===== config.mk =====
export PLATFORM = sky130hd
export DESIGN_NAME = ddr3_memtest_seq_flat
export DESIGN_NICKNAME = d
export VERILOG_FILES = /design/src/rtl/ddr3_memtest_seq_if.sv /design/src/rtl/ddr3_memtest_seq.sv /design/src/flat_wrapper.sv
export SDC_FILE = /design/constraint.sdc
export NUM_CORES = 1
export LEC_CHECK = 0
export CAP_MARGIN = 20
export CORE_UTILIZATION = 50
export CTS_CLUSTER_DIAMETER = 100
export DETAILED_ROUTE_END_ITERATION = 10
export HOLD_SLACK_MARGIN = 0.12
export PLACE_DENSITY = 0.82
export SYNTH_ARGS = -nofsm -noshare
export SYNTH_HDL_FRONTEND = slang
export SYNTH_SLANG_ARGS = --single-unit

===== constraint.sdc =====
create_clock -name clk_clk -period 3.7 [get_ports clk_clk]
set_clock_uncertainty 0.15 [all_clocks]
set_input_delay 0.37 -clock clk_clk [delete_from_list [all_inputs] [get_ports clk_clk]]
set_output_delay 0.37 -clock clk_clk [all_outputs]
set_load 0.02 [all_outputs]

===== src/rtl/ddr3_memtest_seq_if.sv =====
// Avalon-MM bus between the memory-test sequencer (master) and the DDR3 EMIF
// local/user port as seen through the interconnect (slave).
//   avl_address       master -> slave  word address
//   avl_write         master -> slave  write request
//   avl_read          master -> slave  read request
//   avl_writedata     master -> slave  write data
//   avl_byteenable    master -> slave  byte enables
//   avl_waitrequest   slave  -> master command stall
//   avl_readdata      slave  -> master read data
//   avl_readdatavalid slave  -> master read data valid, in command order
interface ddr3_memtest_seq_if #(
    parameter int ADDR_W = 25,
    parameter int DATA_W = 64
) ();
    logic [ADDR_W-1:0]   avl_address;
    logic                avl_write;
    logic                avl_read;
    logic [DATA_W-1:0]   avl_writedata;
    logic [DATA_W/8-1:0] avl_byteenable;
    logic                avl_waitrequest;
    logic [DATA_W-1:0]   avl_readdata;
    logic                avl_readdatavalid;

    modport master (
        output avl_address, avl_write, avl_read, avl_writedata, avl_byteenable,
        input  avl_waitrequest, avl_readdata, avl_readdatavalid
    );

    modport slave (
        input  avl_address, avl_write, avl_read, avl_writedata, avl_byteenable,
        output avl_waitrequest, avl_readdata, avl_readdatavalid
    );
endinterface


===== src/rtl/ddr3_memtest_seq.sv =====
// DDR3 memory-test sequencer. Once the EMIF reports init + calibration done,
// it writes the pattern P(a) = {DATA_W/32 {seed ^ a}} over the inclusive word
// range [start_addr, end_addr], then reads the range back with up to
// MAX_OUTSTANDING reads in flight and compares every returned beat.
//
// Ports:
//   clk_clk, reset_reset_n   EMIF user clock, synchronous active-low reset
//   start                    one-cycle launch pulse, honoured only when idle
//   start_addr, end_addr     inclusive word range, latched on accepted start
//   seed                     pattern seed, latched on accepted start
//   local_init_done, local_cal_success, local_cal_fail   EMIF status
//   busy                     accepted start .. test end
//   done                     one-cycle pulse at test end
//   pass                     result of the last test, held until next start
//   err_count                saturating mismatch count
//   first_err_addr           address of the first mismatch, 0 if none
//   avl                      Avalon-MM master port (ddr3_memtest_seq_if)
module ddr3_memtest_seq #(
    parameter int ADDR_W          = 25,
    parameter int DATA_W          = 64,
    parameter int MAX_OUTSTANDING = 8
) (
    input  logic              clk_clk,
    input  logic              reset_reset_n,
    input  logic              start,
    input  logic [ADDR_W-1:0] start_addr,
    input  logic [ADDR_W-1:0] end_addr,
    input  logic [31:0]       seed,
    input  logic              local_init_done,
    input  logic              local_cal_success,
    input  logic              local_cal_fail,
    output logic              busy,
    output logic              done,
    output logic              pass,
    output logic [15:0]       err_count,
    output logic [ADDR_W-1:0] first_err_addr,
    ddr3_memtest_seq_if.master avl
);

    // One extra bit so the counter can hold MAX_OUTSTANDING itself.
    localparam int OW = $clog2(MAX_OUTSTANDING) + 1;
    localparam logic [OW-1:0] MAX_OUT = OW'(MAX_OUTSTANDING);

    typedef enum logic [2:0] {
        S_IDLE,
        S_WAIT_CAL,
        S_WRITE,
        S_READ,
        S_DRAIN,
        S_FINISH
    } state_t;

    state_t state, state_nxt;

    logic [ADDR_W-1:0] start_r, end_r;
    logic [31:0]       seed_r;
    logic [ADDR_W-1:0] addr;        // command address (write, then read pass)
    logic [ADDR_W-1:0] exp_addr;    // address of the next returning read beat
    logic [OW-1:0]     outstanding;

    logic wr_acc, rd_acc, rsp_ok, mismatch;

    function automatic logic [DATA_W-1:0] pat(input logic [31:0] s,
                                              input logic [ADDR_W-1:0] a);
        logic [31:0] w;
        w = s ^ 32'(a);
        return {(DATA_W/32){w}};
    endfunction

    // ------------------------------------------------------------------
    // Bus outputs: Moore-style, derived from registered state only, so the
    // command stays stable for as long as waitrequest holds it off.
    // ------------------------------------------------------------------
    assign avl.avl_write      = (state == S_WRITE);
    assign avl.avl_read       = (state == S_READ) && (outstanding < MAX_OUT);
    assign avl.avl_address    = addr;
    assign avl.avl_writedata  = (state == S_WRITE) ? pat(seed_r, addr) : '0;
    assign avl.avl_byteenable = '1;

    assign wr_acc = avl.avl_write && !avl.avl_waitrequest;
    assign rd_acc = avl.avl_read  && !avl.avl_waitrequest;

    // Only beats belonging to reads issued by this test are compared. Beats
    // seen with nothing outstanding (e.g. late responses to reads cut off by
    // a reset) are dropped so they cannot corrupt the count.
    assign rsp_ok   = avl.avl_readdatavalid
                   && ((state == S_READ) || (state == S_DRAIN))
                   && (outstanding != '0);
    assign mismatch = rsp_ok && (avl.avl_readdata != pat(seed_r, exp_addr));

    assign busy = (state != S_IDLE) && (state != S_FINISH);
    assign done = (state == S_FINISH);

    // ------------------------------------------------------------------
    // Next-state logic
    // ------------------------------------------------------------------
    always_comb begin
        state_nxt = state;
        case (state)
            S_IDLE: begin
                if (start)
                    state_nxt = S_WAIT_CAL;
            end
            S_WAIT_CAL: begin
                // Calibration failure wins; the range check is only
                // consulted once calibration has succeeded.
                if (local_cal_fail)
                    state_nxt = S_FINISH;
                else if (local_init_done && local_cal_success)
                    state_nxt = (start_r > end_r) ? S_FINISH : S_WRITE;
            end
            S_WRITE: begin
                if (wr_acc && (addr == end_r))
                    state_nxt = S_READ;
            end
            S_READ: begin
                if (rd_acc && (addr == end_r))
                    state_nxt = S_DRAIN;
            end
            S_DRAIN: begin
                if (outstanding == '0)
                    state_nxt = S_FINISH;
            end
            S_FINISH: begin
                state_nxt = S_IDLE;
            end
            default: begin
                state_nxt = S_IDLE;
            end
        endcase
    end

    // ------------------------------------------------------------------
    // State register
    // ------------------------------------------------------------------
    always_ff @(posedge clk_clk) begin
        if (!reset_reset_n)
            state <= S_IDLE;
        else
            state <= state_nxt;
    end

    // ------------------------------------------------------------------
    // Datapath: latched test parameters and command address
    // ------------------------------------------------------------------
    always_ff @(posedge clk_clk) begin
        if (!reset_reset_n) begin
            start_r <= '0;
            end_r   <= '0;
            seed_r  <= '0;
            addr    <= '0;
        end else begin
            case (state)
                S_IDLE: begin
                    if (start) begin
                        start_r <= start_addr;
                        end_r   <= end_addr;
                        seed_r  <= seed;
                        addr    <= start_addr;
                    end
                end
                S_WRITE: begin
                    // Equality terminal check: a range ending at the top
                    // address never needs addr to wrap.
                    if (wr_acc)
                        addr <= (addr == end_r) ? start_r : addr + 1'b1;
                end
                S_READ: begin
                    if (rd_acc && (addr != end_r))
                        addr <= addr + 1'b1;
                end
                default: ;
            endcase
        end
    end

    // ------------------------------------------------------------------
    // Outstanding-read tracking
    // ------------------------------------------------------------------
    always_ff @(posedge clk_clk) begin
        if (!reset_reset_n) begin
            outstanding <= '0;
        end else begin
            case ({rd_acc, rsp_ok})
                2'b10:   outstanding <= outstanding + 1'b1;
                2'b01:   outstanding <= outstanding - 1'b1;
                default: outstanding <= outstanding;
            endcase
        end
    end

    // ------------------------------------------------------------------
    // Compare path and result
    // ------------------------------------------------------------------
    always_ff @(posedge clk_clk) begin
        if (!reset_reset_n) begin
            exp_addr       <= '0;
            err_count      <= '0;
            first_err_addr <= '0;
            pass           <= 1'b0;
        end else begin
            if ((state == S_IDLE) && start) begin
                exp_addr       <= start_addr;
                err_count      <= '0;
                first_err_addr <= '0;
                pass           <= 1'b0;
            end else begin
                if (rsp_ok)
                    exp_addr <= exp_addr + 1'b1;
                if (mismatch) begin
                    if (err_count != 16'hFFFF)
                        err_count <= err_count + 1'b1;
                    if (err_count == '0)
                        first_err_addr <= exp_addr;
                end
                // Result is settled on entry to FINISH so it is valid in
                // the same cycle as done. Entry from WAIT_CAL means a
                // calibration or range failure. Entry from DRAIN needs
                // outstanding == 0, so no beat can still be updating
                // err_count in that cycle.
                if ((state != S_FINISH) && (state_nxt == S_FINISH))
                    pass <= (state == S_DRAIN) && (err_count == '0);
            end
        end
    end

endmodule


===== src/flat_wrapper.sv =====
// flat-port wrapper written by rule: the top's interface ports become plain ports
module ddr3_memtest_seq_flat 
#(
    parameter int ADDR_W          = 25,
    parameter int DATA_W          = 64,
    parameter int MAX_OUTSTANDING = 8
)
  (clk_clk, reset_reset_n, start, start_addr, end_addr, seed, local_init_done, local_cal_success, local_cal_fail, busy, done, pass, err_count, first_err_addr, avl_avl_address, avl_avl_write, avl_avl_read, avl_avl_writedata, avl_avl_byteenable, avl_avl_waitrequest, avl_avl_readdata, avl_avl_readdatavalid);
  ddr3_memtest_seq_if #(.ADDR_W(ADDR_W), .DATA_W(DATA_W)) avl_i ();
  input  logic clk_clk;
  input  logic reset_reset_n;
  input  logic start;
  input  logic [ADDR_W-1:0] start_addr;
  input  logic [ADDR_W-1:0] end_addr;
  input  logic [31:0] seed;
  input  logic local_init_done;
  input  logic local_cal_success;
  input  logic local_cal_fail;
  output logic busy;
  output logic done;
  output logic pass;
  output logic [15:0] err_count;
  output logic [ADDR_W-1:0] first_err_addr;
  output wire logic [$bits(avl_i.avl_address)-1:0] avl_avl_address;
  output wire logic [$bits(avl_i.avl_write)-1:0] avl_avl_write;
  output wire logic [$bits(avl_i.avl_read)-1:0] avl_avl_read;
  output wire logic [$bits(avl_i.avl_writedata)-1:0] avl_avl_writedata;
  output wire logic [$bits(avl_i.avl_byteenable)-1:0] avl_avl_byteenable;
  input wire logic [$bits(avl_i.avl_waitrequest)-1:0] avl_avl_waitrequest;
  input wire logic [$bits(avl_i.avl_readdata)-1:0] avl_avl_readdata;
  input wire logic [$bits(avl_i.avl_readdatavalid)-1:0] avl_avl_readdatavalid;
  assign avl_avl_address = avl_i.avl_address;
  assign avl_avl_write = avl_i.avl_write;
  assign avl_avl_read = avl_i.avl_read;
  assign avl_avl_writedata = avl_i.avl_writedata;
  assign avl_avl_byteenable = avl_i.avl_byteenable;
  assign avl_i.avl_waitrequest = avl_avl_waitrequest;
  assign avl_i.avl_readdata = avl_avl_readdata;
  assign avl_i.avl_readdatavalid = avl_avl_readdatavalid;
  ddr3_memtest_seq #(.ADDR_W(ADDR_W), .DATA_W(DATA_W), .MAX_OUTSTANDING(MAX_OUTSTANDING)) u_core (.clk_clk(clk_clk), .reset_reset_n(reset_reset_n), .start(start), .start_addr(start_addr), .end_addr(end_addr), .seed(seed), .local_init_done(local_init_done), .local_cal_success(local_cal_success), .local_cal_fail(local_cal_fail), .busy(busy), .done(done), .pass(pass), .err_count(err_count), .first_err_addr(first_err_addr), .avl(avl_i));
endmodule

==> results of run 1 <==
[cell usage in the layout, fill, tap and decap left out, drive strengths merged, types with 20 or more instances in the layout]
cell type      count
nand2            297
clkdlybuf4s50    288
dfxtp            181
a21oi            147
nor2              97
xnor2             61
inv               47
xor2              44
buf               42
o21ai             36
nand3             34
ha                32
mux2i             31
nand4             31
nor3              29
nor4              21
and3              20
[tightest hold or removal path, stage by stage (launching register included)]
cell and delay [ns]:
dfxtp_1 0.31, nand2_1 0.05, mux2i_1 0.05
[metal layers]
metal | up-vias | GRT usage, %
li1 | 5362 | -
met1 | 5425 | 43.56
met2 | 742 | 54.77
met3 | 130 | 7.319
met4 | 0 | 15.15
met5 | - | 0
[through the flow]
step	hold slack [ns]	total power, W
final	0.3116	0.006334
after global routing	0.3275	0.006554
after CTS	0.3113	0.006283
after detailed placement	0.2975	0.004361
after global placement	0.2934	0.004314
after floorplan	0.2991	0.003574
[final cells by class]
type	count	area, um^2
clock inverter	13	187.7
clock buffer	18	439.2
inverter	43	162.7
fill	1787	7176
tap	280	350.3
multi-input combinational	1076	6590
sequential	181	3623
timing repair buffer	330	3227
[synthesized netlist by cell type, drive strengths merged, types with 3 or more instances]
| master | n |
|---|---|
| o32ai | 3 |
| or4 | 8 |
| nand3 | 34 |
| nor4 | 21 |
| nand2b | 6 |
| ha | 32 |
| mux2 | 5 |
| and2 | 6 |
| a21o | 8 |
| and4 | 6 |
| xor2 | 44 |
| o22ai | 16 |
| a211oi | 12 |
| or3 | 16 |
| clkbuf | 76 |
| o21a | 5 |
| a222oi | 7 |
| dfxtp | 181 |
| or2 | 3 |
| xnor2 | 61 |
| o21ai | 36 |
| nor2b | 5 |
| a22oi | 6 |
| o31a | 4 |
| o211ai | 11 |
| a31oi | 10 |
| nor3 | 29 |
| a221oi | 6 |
| nand4 | 31 |
| and3 | 20 |
| xnor3 | 12 |
| nor2 | 97 |
| mux2i | 31 |
| a21oi | 147 |
| nand2 | 297 |
| o31ai | 7 |
| buf | 66 |
| inv | 41 |
[registers in the layout (all words and copies together) (netlist names)]
register                cells
u_core.avl.avl_address     25
u_core.end_r               25
u_core.err_count           16
u_core.exp_addr            25
u_core.first_err_addr      25
u_core.outstanding          4
u_core.pass                 1
u_core.seed_r              32
u_core.start_r             25
u_core.state                3
[power by group]
part	total [W]	switching (W)	internal [W]
clock network	0.00195	0.000849	0.00110
registers	0.00244	0.000304	0.00214
logic	0.00194	0.00109	0.000849
total	0.00633	0.00225	0.00409
[logic make-up (layout without fill, tap and decap cells)]
family	after synthesis	count (layout)	share of synthesized area [%]
AO/OA/AOI/OAI	299	299	16.98
XOR/XNOR	117	117	10.81
adder cells (fa/ha/maj)	33	33	3.795
buffers and inverters	185	404	8.212
flip-flops	181	181	32.71
multiplexers	36	36	3.310
other	1	8	0.03385
AND/OR/NAND/NOR	583	583	24.15
[worst paths after layout]
| check | end | slack (ns) | cells past startpoint | start |
|---|---|---|---|---|
| setup reg to reg | u_core.first_err_addr[1] | 0.55 | 9 | u_core.seed_r[0] |
| hold reg to reg | u_core.first_err_addr[20] | 0.31 | 2 | u_core.first_err_addr[20] |
| setup / recovery | avl_avl_writedata[2] | 0.47 | 6 | u_core.state[0] |
| hold / removal | u_core.first_err_addr[20] | 0.31 | 2 | u_core.first_err_addr[20] |
==> flow_summary_export.csv, run 1 <==
group,metric,value,unit
setup_path,critical_path_class,"reg2out",
clocking,postCtsHoldBufs,0,
global_routing,grt-ovfl-total,0,
timing,report.final.setup_viol,0,
clocking,ctsLongestPathBuffers,2,
clocking,clkTransAtPathRegs,0.07,ns
finish,stdcell_area,14580,um^2
synth,ys_async_sr_fraction,0,%
timing,tightest_slew,1.026,ns
synth,synth-seq-cells,181,
timing,fin_setup_tns,0,ns
setup_path,startpoint_type,"flip-flop",
placed_design,placed_cell_area,13940,um^2
run_status,status,"complete, no violations",
routing,drtAntennaViolNets,0,
timing,fin_ws,0.4734,ns
power_and_ir_drop,p_per_area,434.5,nW/um^2
finish,post-route-util,67.02,%
global_routing,grt_max_degree,124,
hold_path,min_path_type,"reg2reg",
placed_design,routabilityCongestion,1.015,
setup_path,crit_path_max_incr_delay,0.75,ns
setup_path,crit_family,"buffers and inverters",
die,core-area,21760,um^2
synth,synth_cell_type_count,76,
routing,drc_errors,0,
setup_path,worstPathMaxFanout,17,
timing,fin_crit,3.227,ns
routing,vias_per_cell,6.007,
routing,avgRoutedWirePerCell,20.31,um
clocking,cts_tree,"built",
setup_path,cp_common_cell,"buf_4",
flow_run,max-cap-violations,0,
clocking,htree_num_levels,4,
setup_path,cp_slowest_cell,"dfxtp_1",
setup_path,critPathBufInv,4,
routing,vias,11660,
power_and_ir_drop,ir_worst_vdd,333.8,uV
timing,finalHoldViolations,0,
synth,synth-seq-area-share,32.71,%
die,num_rows,54,
finish,diodes,0,
setup_path,required,3.18,ns
synth,synth-edff-count,0,
setup_path,path_cells,"clkinv_1 > buf_4 > nand2_1 > buf_4 > nor2_1 > clkdlybuf4s50_1",
finish,fin_nets,1836,
global_routing,grt_pass1_vias,10710,
clocking,cts-resized-gates,0,
timing,fmax,309.9,MHz
synth,synth.area.top_cells,"dfxtp_1 33%, nand2_1 10%, a21oi_1 6.4%, xnor2_1 4.7%, ha_1 3.6%",
die,die_y,150.8,um
synth,avgSynthCellArea,7.719,um^2
routing,drt-met1-wl,15390,um
die,boundaryPins,297,
timing,final_max_slew_viol_count,0,
global_routing,track_usage,34.00,%
clocking,numCtsBuffers,17,
die,dieArea,22750,um^2
timing,period_share,87.21,%
synth,ys.flop_type,"dfxtp_1",
finish,final_cells,1941,
power_and_ir_drop,p_leak,5.341,nW
setup_path,crit_path_end_kind,"output pin",
routing,highest-signal-layer,"met4",
finish,syn_to_final_growth,31.63,%
synth,syn_inst,1435,
clocking,clk-insertion-delay-late,0.44,ns
routing,initialDrtViolationCount,1490,
clocking,cts.sinks,181,
synth,yosysTopAreaCellShare,32.71,%
clocking,cts_setup_buffers,0,
setup_path,cp.arrival,2.71,ns
synth,yosys.area.top_type,"dfxtp_1",
clocking,cts-root-buf,"clkbuf_16",
routing,wl_met2,18000,um
die,start_util,50.91,%
finish,drive_gt1_share,6.442,%
routing,met3WireLength,4348,um
routing,firstDrtPassIters,7,
die,die_x,150.8,um
timing,slew_headroom,31.13,%
global_routing,antenna_found_initial,1,
placed_design,dp_slack,0.4466,ns
placed_design,place_hpwl,29560,um
routing,wl,39410,um
placed_design,placedCellCount,1909,
global_routing,grt_pass1_wl,58390,um
placed_design,io_buffers,288,
synth,syn-cell-area,11080,um^2
timing,rsz0062_at_grt,"no",
synth,yosysWarnings,0,
Power figures use the tool's default switching activity.
==> run 2, diff against run 1 <==
SKIP_LAST_GASP = 1   (was not set)
==> results of run 2 <==
Final layout, timing and power as in run 1 (identical DEF).
